**src/rtl/ram_wb_gen.sv**
```systemverilog
// Small word-addressed memory with a RAM region and an I/O channel region.
// It has read-first single-cycle reads, write strobes per channel and a sticky flag for unmapped accesses.
module ram_wb_gen #(
    parameter int DATA_W  = 16,
    parameter int ADDR_W  = 8,
    parameter int DEPTH   = 8,
    parameter int IO_BASE = 8'h40,
    parameter int IO_CH   = 2
) (
    input  logic                      CLK_WB,
    input  logic                      RESET_N,
    input  logic [ADDR_W-1:0]         RAM_ADDR,
    input  logic [DATA_W-1:0]         RAM_IN,
    input  logic                      RAM_WEN,
    input  logic                      RAM_REN,
    output logic [DATA_W-1:0]         RAM_OUT,
    output logic                      RAM_RVALID,
    output logic [DEPTH*DATA_W-1:0]   RAM_FLAT,
    output logic [IO_CH*DATA_W-1:0]   IO_OUT,
    output logic [IO_CH-1:0]          IO_WSTB,
    input  logic [IO_CH*DATA_W-1:0]   IO_IN,
    output logic                      ERR,
    input  logic                      ERR_CLR
);

    // Reject memory maps where the regions overlap or fall outside the address space.
    if ((IO_BASE < DEPTH) || (DEPTH < 1) || (IO_CH < 1) ||
        ((64'(IO_BASE) + 64'(IO_CH)) > (64'd1 << ADDR_W))) begin : g_bad_map
        $error("ram_wb_gen: illegal DEPTH/IO_BASE/IO_CH/ADDR_W combination");
    end

    logic [DEPTH*DATA_W-1:0]  mem_q, mem_d;
    logic [IO_CH*DATA_W-1:0]  io_out_q, io_out_d;
    logic [IO_CH-1:0]         io_wstb_q, io_wstb_d;
    logic [DATA_W-1:0]        ram_out_q, ram_out_d;
    logic                     rvalid_q, rvalid_d;
    logic                     err_q, err_d;

    logic [63:0]              addr_ext_s;
    logic [DEPTH-1:0]         ram_hit_s;
    logic [IO_CH-1:0]         io_hit_s;
    logic                     mapped_s;
    logic [DATA_W-1:0]        rd_data_s;

    // Full-width address decode; zero-extension rules out any aliasing.
    always_comb begin
        addr_ext_s = 64'(RAM_ADDR);
        ram_hit_s  = '0;
        io_hit_s   = '0;
        for (int k = 0; k < DEPTH; k++) begin
            ram_hit_s[k] = (addr_ext_s == 64'(k));
        end
        for (int c = 0; c < IO_CH; c++) begin
            io_hit_s[c] = (addr_ext_s == 64'(IO_BASE + c));
        end
        mapped_s = (|ram_hit_s) | (|io_hit_s);
    end

    // Read source mux from current state, which makes same-address read/write read-first.
    always_comb begin
        rd_data_s = '0;
        for (int k = 0; k < DEPTH; k++) begin
            if (ram_hit_s[k]) begin
                rd_data_s = mem_q[k*DATA_W +: DATA_W];
            end else begin
                rd_data_s = rd_data_s;
            end
        end
        for (int c = 0; c < IO_CH; c++) begin
            if (io_hit_s[c]) begin
                rd_data_s = IO_IN[c*DATA_W +: DATA_W];
            end else begin
                rd_data_s = rd_data_s;
            end
        end
    end

    // Next-state logic for storage, I/O registers, read port and error flag.
    always_comb begin
        mem_d     = mem_q;
        io_out_d  = io_out_q;
        io_wstb_d = '0;
        ram_out_d = ram_out_q;
        rvalid_d  = 1'b0;
        err_d     = err_q;

        if (RAM_WEN) begin
            for (int k = 0; k < DEPTH; k++) begin
                if (ram_hit_s[k]) begin
                    mem_d[k*DATA_W +: DATA_W] = RAM_IN;
                end else begin
                    mem_d[k*DATA_W +: DATA_W] = mem_d[k*DATA_W +: DATA_W];
                end
            end
            for (int c = 0; c < IO_CH; c++) begin
                if (io_hit_s[c]) begin
                    io_out_d[c*DATA_W +: DATA_W] = RAM_IN;
                    io_wstb_d[c]                 = 1'b1;
                end else begin
                    io_wstb_d[c] = 1'b0;
                end
            end
        end else begin
            io_wstb_d = '0;
        end

        if (RAM_REN) begin
            rvalid_d  = 1'b1;
            ram_out_d = rd_data_s;
        end else begin
            rvalid_d  = 1'b0;
        end

        // A fresh unmapped access outranks a clear in the same cycle.
        if ((RAM_WEN || RAM_REN) && !mapped_s) begin
            err_d = 1'b1;
        end else if (ERR_CLR) begin
            err_d = 1'b0;
        end else begin
            err_d = err_q;
        end
    end

    // State registers with synchronous active-low reset taking priority over all accesses.
    always_ff @(posedge CLK_WB) begin
        if (!RESET_N) begin
            mem_q     <= '0;
            io_out_q  <= '0;
            io_wstb_q <= '0;
            ram_out_q <= '0;
            rvalid_q  <= 1'b0;
            err_q     <= 1'b0;
        end else begin
            mem_q     <= mem_d;
            io_out_q  <= io_out_d;
            io_wstb_q <= io_wstb_d;
            ram_out_q <= ram_out_d;
            rvalid_q  <= rvalid_d;
            err_q     <= err_d;
        end
    end

    assign RAM_FLAT   = mem_q;
    assign IO_OUT     = io_out_q;
    assign IO_WSTB    = io_wstb_q;
    assign RAM_OUT    = ram_out_q;
    assign RAM_RVALID = rvalid_q;
    assign ERR        = err_q;

endmodule

```
**config.mk**
```make
export PLATFORM = sky130hd
export DESIGN_NAME = ram_wb_gen
export DESIGN_NICKNAME = d
export VERILOG_FILES = /design/src/rtl/ram_wb_gen.sv
export SDC_FILE = /design/constraint.sdc
export NUM_CORES = 1
export LEC_CHECK = 0
export ABC_AREA = 1
export CAP_MARGIN = 40
export CORE_UTILIZATION = 42
export CTS_CLUSTER_DIAMETER = 60
export CTS_CLUSTER_SIZE = 10
export DETAILED_ROUTE_END_ITERATION = 10
export HOLD_SLACK_MARGIN = 0.1
export MAX_ROUTING_LAYER = met4
export PLACE_DENSITY = 0.81
export SYNTH_ARGS = -nofsm -noshare
export SYNTH_HDL_FRONTEND = slang
export SYNTH_SLANG_ARGS = --single-unit
```
**constraint.sdc**
```tcl
create_clock -name CLK_WB -period 1.5 [get_ports CLK_WB]
set_clock_uncertainty 0.15 [all_clocks]
set_input_delay 0.15 -clock CLK_WB [delete_from_list [all_inputs] [get_ports CLK_WB]]
set_output_delay 0.15 -clock CLK_WB [all_outputs]
set_load 0.05 [all_outputs]
```
==> summary.md <==
| Metric | Value |
|---|---|
| CTS tree | built |
| Dpl hpwl | 21500 µm |
| Max clock buf depth | 2 |
| Routed wire per std cell | 20.6 µm |
| Sequential share of the synthesized area | 47.9% |
| Critical path's top delay family | buffers and inverters |
| Crit path launch | RAM_WEN |
| Worst path max stage delay | 640 ps |
| RR Startpoint | RAM_FLAT[75] |
| Critical path arrival | 1660 ps |
| Total GRT Usage | 34.0% |
| Sequential share of power | 47.9% |
| Ant. Diodes | 0 |
| Post-route ant nets | 0 |
| Post-route insts no fill | 1543 |
| Vias in the first global route | 8377 |
| Total CTS buffers | 17 |
| First-pass GRT wire length | 46100 µm |
| Fmax | 0.673 GHz |
| Vias | 8808 |
| Seq cells post-synth | 180 |
| Max-slew violations | 0 |
| Final Hold Fails | 0 |
| Post-Synthesis Cells | 1021 |
| Setup slack, reg-to-reg | 60 ps |
| Min cycle time layout | 1490 ps |
| Die Y-Extent | 136 µm |
| Least-Margin Pin Slew | 372 ps |
| Initial antenna violation count | 0 |
| Initial Utilization | 43.2% |
| Clock Sinks | 180 |
| Clk pwr share | 44.5% |
| Yosys cell types | 22 |
| DRT Pass-1 Iters | 6 |
| Area growth, synth to finish | 78.8% |
| # setup viols final | 0 |
| Largest net degree at the start of global routing | 51 |
| Worst Reg2Reg Path Length in Cells | 6 |
| Stages on the worst setup path | 7 |
| Final Cycle Share | 99.0% |
| Final net count | 1366 |
| Root cell of the clock tree | clkbuf_16 |
| Synthesized area | 7520 µm² |
| Clock-pin slew on the worst setup and hold paths | 70 ps |
| CP startpoint kind | primary input |
| Top cells by area, synth | dfxtp_1 (48%), a21oi_1 (12%), o21ai_0 (11%) |
| GRT Residual Overflow | 0 |
| Post-route DRC | 0 |
| Core footprint | 17400 µm² |
| Port buffer count | 240 |
| Crit path capture type | flop |
| NetSw | 2.46 mW |
| Worst skew pair latency | 440 ps |
| Share of cells above drive strength 1 | 28.0% |
| Maximum VDD drop | 827 µV |
| Crit path cell chain | buf_2 > dlygate4sd3_1 > nand3_1 > buf_4 > buf_12 > o21ai_0 > a21oi_1 |
| # IOs | 241 |
| Top cell type by total area after synthesis | dfxtp_1 |
| Power Dens Cells | 747 nW/µm² |
| Kind of critical path | in2reg |
| Final WL | 31700 µm |
| RePlAce Congestion | 0.943 |
| Worst setup path end | IO_OUT[23] |
| Syn Area/Cell | 7.37 µm² |
| Critical path buffers and inverters | 4 |
| Synth Warn # | 0 |
| Vias/cell | 5.71 |
| Sw frac | 24.5% |
| Critical path fanouts, max | 17 |
| Die Wd | 136 µm |
| Lkg Pwr | 5.34 nW |
| Synthesized Nets | 1082 |
| Row cnt | 48 |
| Post-route cell area | 13500 µm² |
| Synth top area share | 47.9% |
| # Max-Cap Violations | 0 |
| Final Power | 10.0 mW |
| Die area | 18500 µm² |
| RSZ-0062 raised after global routing | true |
| DP Area | 12400 µm² |
| Hold_ws | 137 ps |
| Slew HR | 75.2% |
| Internal Power | 7.58 mW |
| Placed Cells | 1483 |
| H-tree levels | 4 |
| Req. time, crit path | 1670 ps |
| Initial drt markers | 1131 |
| Logic gate share of total power | 7.5% |
| Min-delay worst type | in2reg |
| Worst r2r dst | RAM_OUT[11] |
| Slowest library cell on the worst path | dlygate4sd3_1 |
| Setup TNS | 0 ps |
| Outcome | completed |
how the worst min path moves through the flow:
stage | start | end | slack (ps) | cells past startpoint
floorplan | RAM_IN[15] | IO_OUT[31] | 160 | 2
global placement | IO_OUT[29] | IO_OUT[29] | 310 | 2
detailed placement | IO_OUT[17] | IO_OUT[17] | 330 | 2
CTS | RAM_WEN | RAM_FLAT[127] | 130 | 4
global route | RAM_WEN | RAM_FLAT[98] | 140 | 4
finish | RAM_WEN | RAM_FLAT[127] | 140 | 4
tightest hold or removal path: cells and delay by family:
family	cells	cell delay, ps
AO/OA/AOI/OAI	1	60
buffers and inverters	2	360
AND/OR/NAND/NOR	1	110
sequential cells by signal, summed over array words and instances, names as in the netlist:
signal	flops
RAM_RVALID	1
RAM_OUT	16
ERR	1
RAM_FLAT	128
IO_OUT	32
IO_WSTB	2
power by group through the flow:
stage	clock, mW	combinational (mW)	sequential [mW]
6_report	4.47	0.758	4.81
4_1_cts	4.43	0.720	4.81
3_5_place_dp	0	0.696	4.92
3_3_place_gp	0	0.690	4.92
2_1_floorplan	0	0.217	4.97
5_1_grt	4.65	0.793	4.81
layout by cell type (no fill, tap or decap):
cell	Yosys	final
bufinv_16	0	2
nand2_4	2	6
nor3_2	1	1
clkbuf_2	0	4
o21ai_2	0	1
clkbuf_16	0	20
o21ai_0	160	149
nand2_2	4	12
nor2_2	9	7
a21oi_2	0	8
nand2_1	205	192
a21oi_1	179	171
inv_1	92	90
inv_2	7	4
clkinv_4	0	6
clkdlybuf4s50_1	0	50
dfxtp_1	180	180
nand3_2	0	2
buf_4	7	58
nand4_1	30	30
inv_6	0	3
buf_16	0	2
clkinv_2	0	3
clkbuf_1	37	1
nor2_1	19	16
buf_2	23	4
buf_8	0	1
nand3_1	43	41
a221oi_1	2	2
o21ai_1	0	10
o211ai_1	12	12
buf_6	2	9
nand2_8	0	1
nor3_1	2	2
nor2_4	4	9
buf_12	0	198
inv_4	0	4
clkbuf_4	0	2
dlygate4sd3_1	0	3
clkinvlp_4	0	2
area by class of cell:
class / instances / area (µm²)
repair buffers: 334 / 5230
fillers: 1100 / 3970
flip-flops and latches: 180 / 3600
multi-input cells: 672 / 3360
clock buffers: 18 / 429
inverters: 99 / 389
well taps: 225 / 282
clock inverters: 14 / 151
repair inverters: 1 / 6.26
cells by family after synthesis:
logic type      Yosys count  synth area share, %
simple gates            319                 18.8
compound gates          353                 24.0
flops                   180                 47.9
buf+inv                 169                 9.36
layer usage:
layer | wire length [µm] | global-route usage [%]
met1 | 11400 | 38.2
met2 | 15800 | 56.2
met3 | 2600 | 6.64
met4 | 1840 | 19.7
met5 | 0 | -
through the flow:
step / utilization, % / setup WS (ps)
global route: 77.2 / -79.8
global placement: 71.1 / -840
floorplan: - / 4.68
finish: 77.2 / 14.4
CTS: 75.7 / 4.38
detailed placement: 71.1 / -850
synth_stat cells:
master / n
nand3_1: 43
nor3_1: 2
o211ai_1: 12
buf_4: 7
clkbuf_1: 37
dfxtp_1: 180
nand2_1: 205
inv_2: 7
a21oi_1: 179
nor2_1: 19
nand2_4: 2
o21ai_0: 160
nor2_4: 4
nand2_2: 4
nor3_2: 1
buf_1: 1
nand4_1: 30
buf_2: 23
inv_1: 92
a221oi_1: 2
buf_6: 2
nor2_2: 9
repair_timing:
item	in CTS	in global routing
hold buffers	3	0
pin swaps	14	32
setup buffers	6	13
resized for setup	46	64
cloned	2	4
endpoints found under the hold margin	14	0
setup endpoints to repair	173	111
No activity file was read; power rests on OpenSTA's default activity.
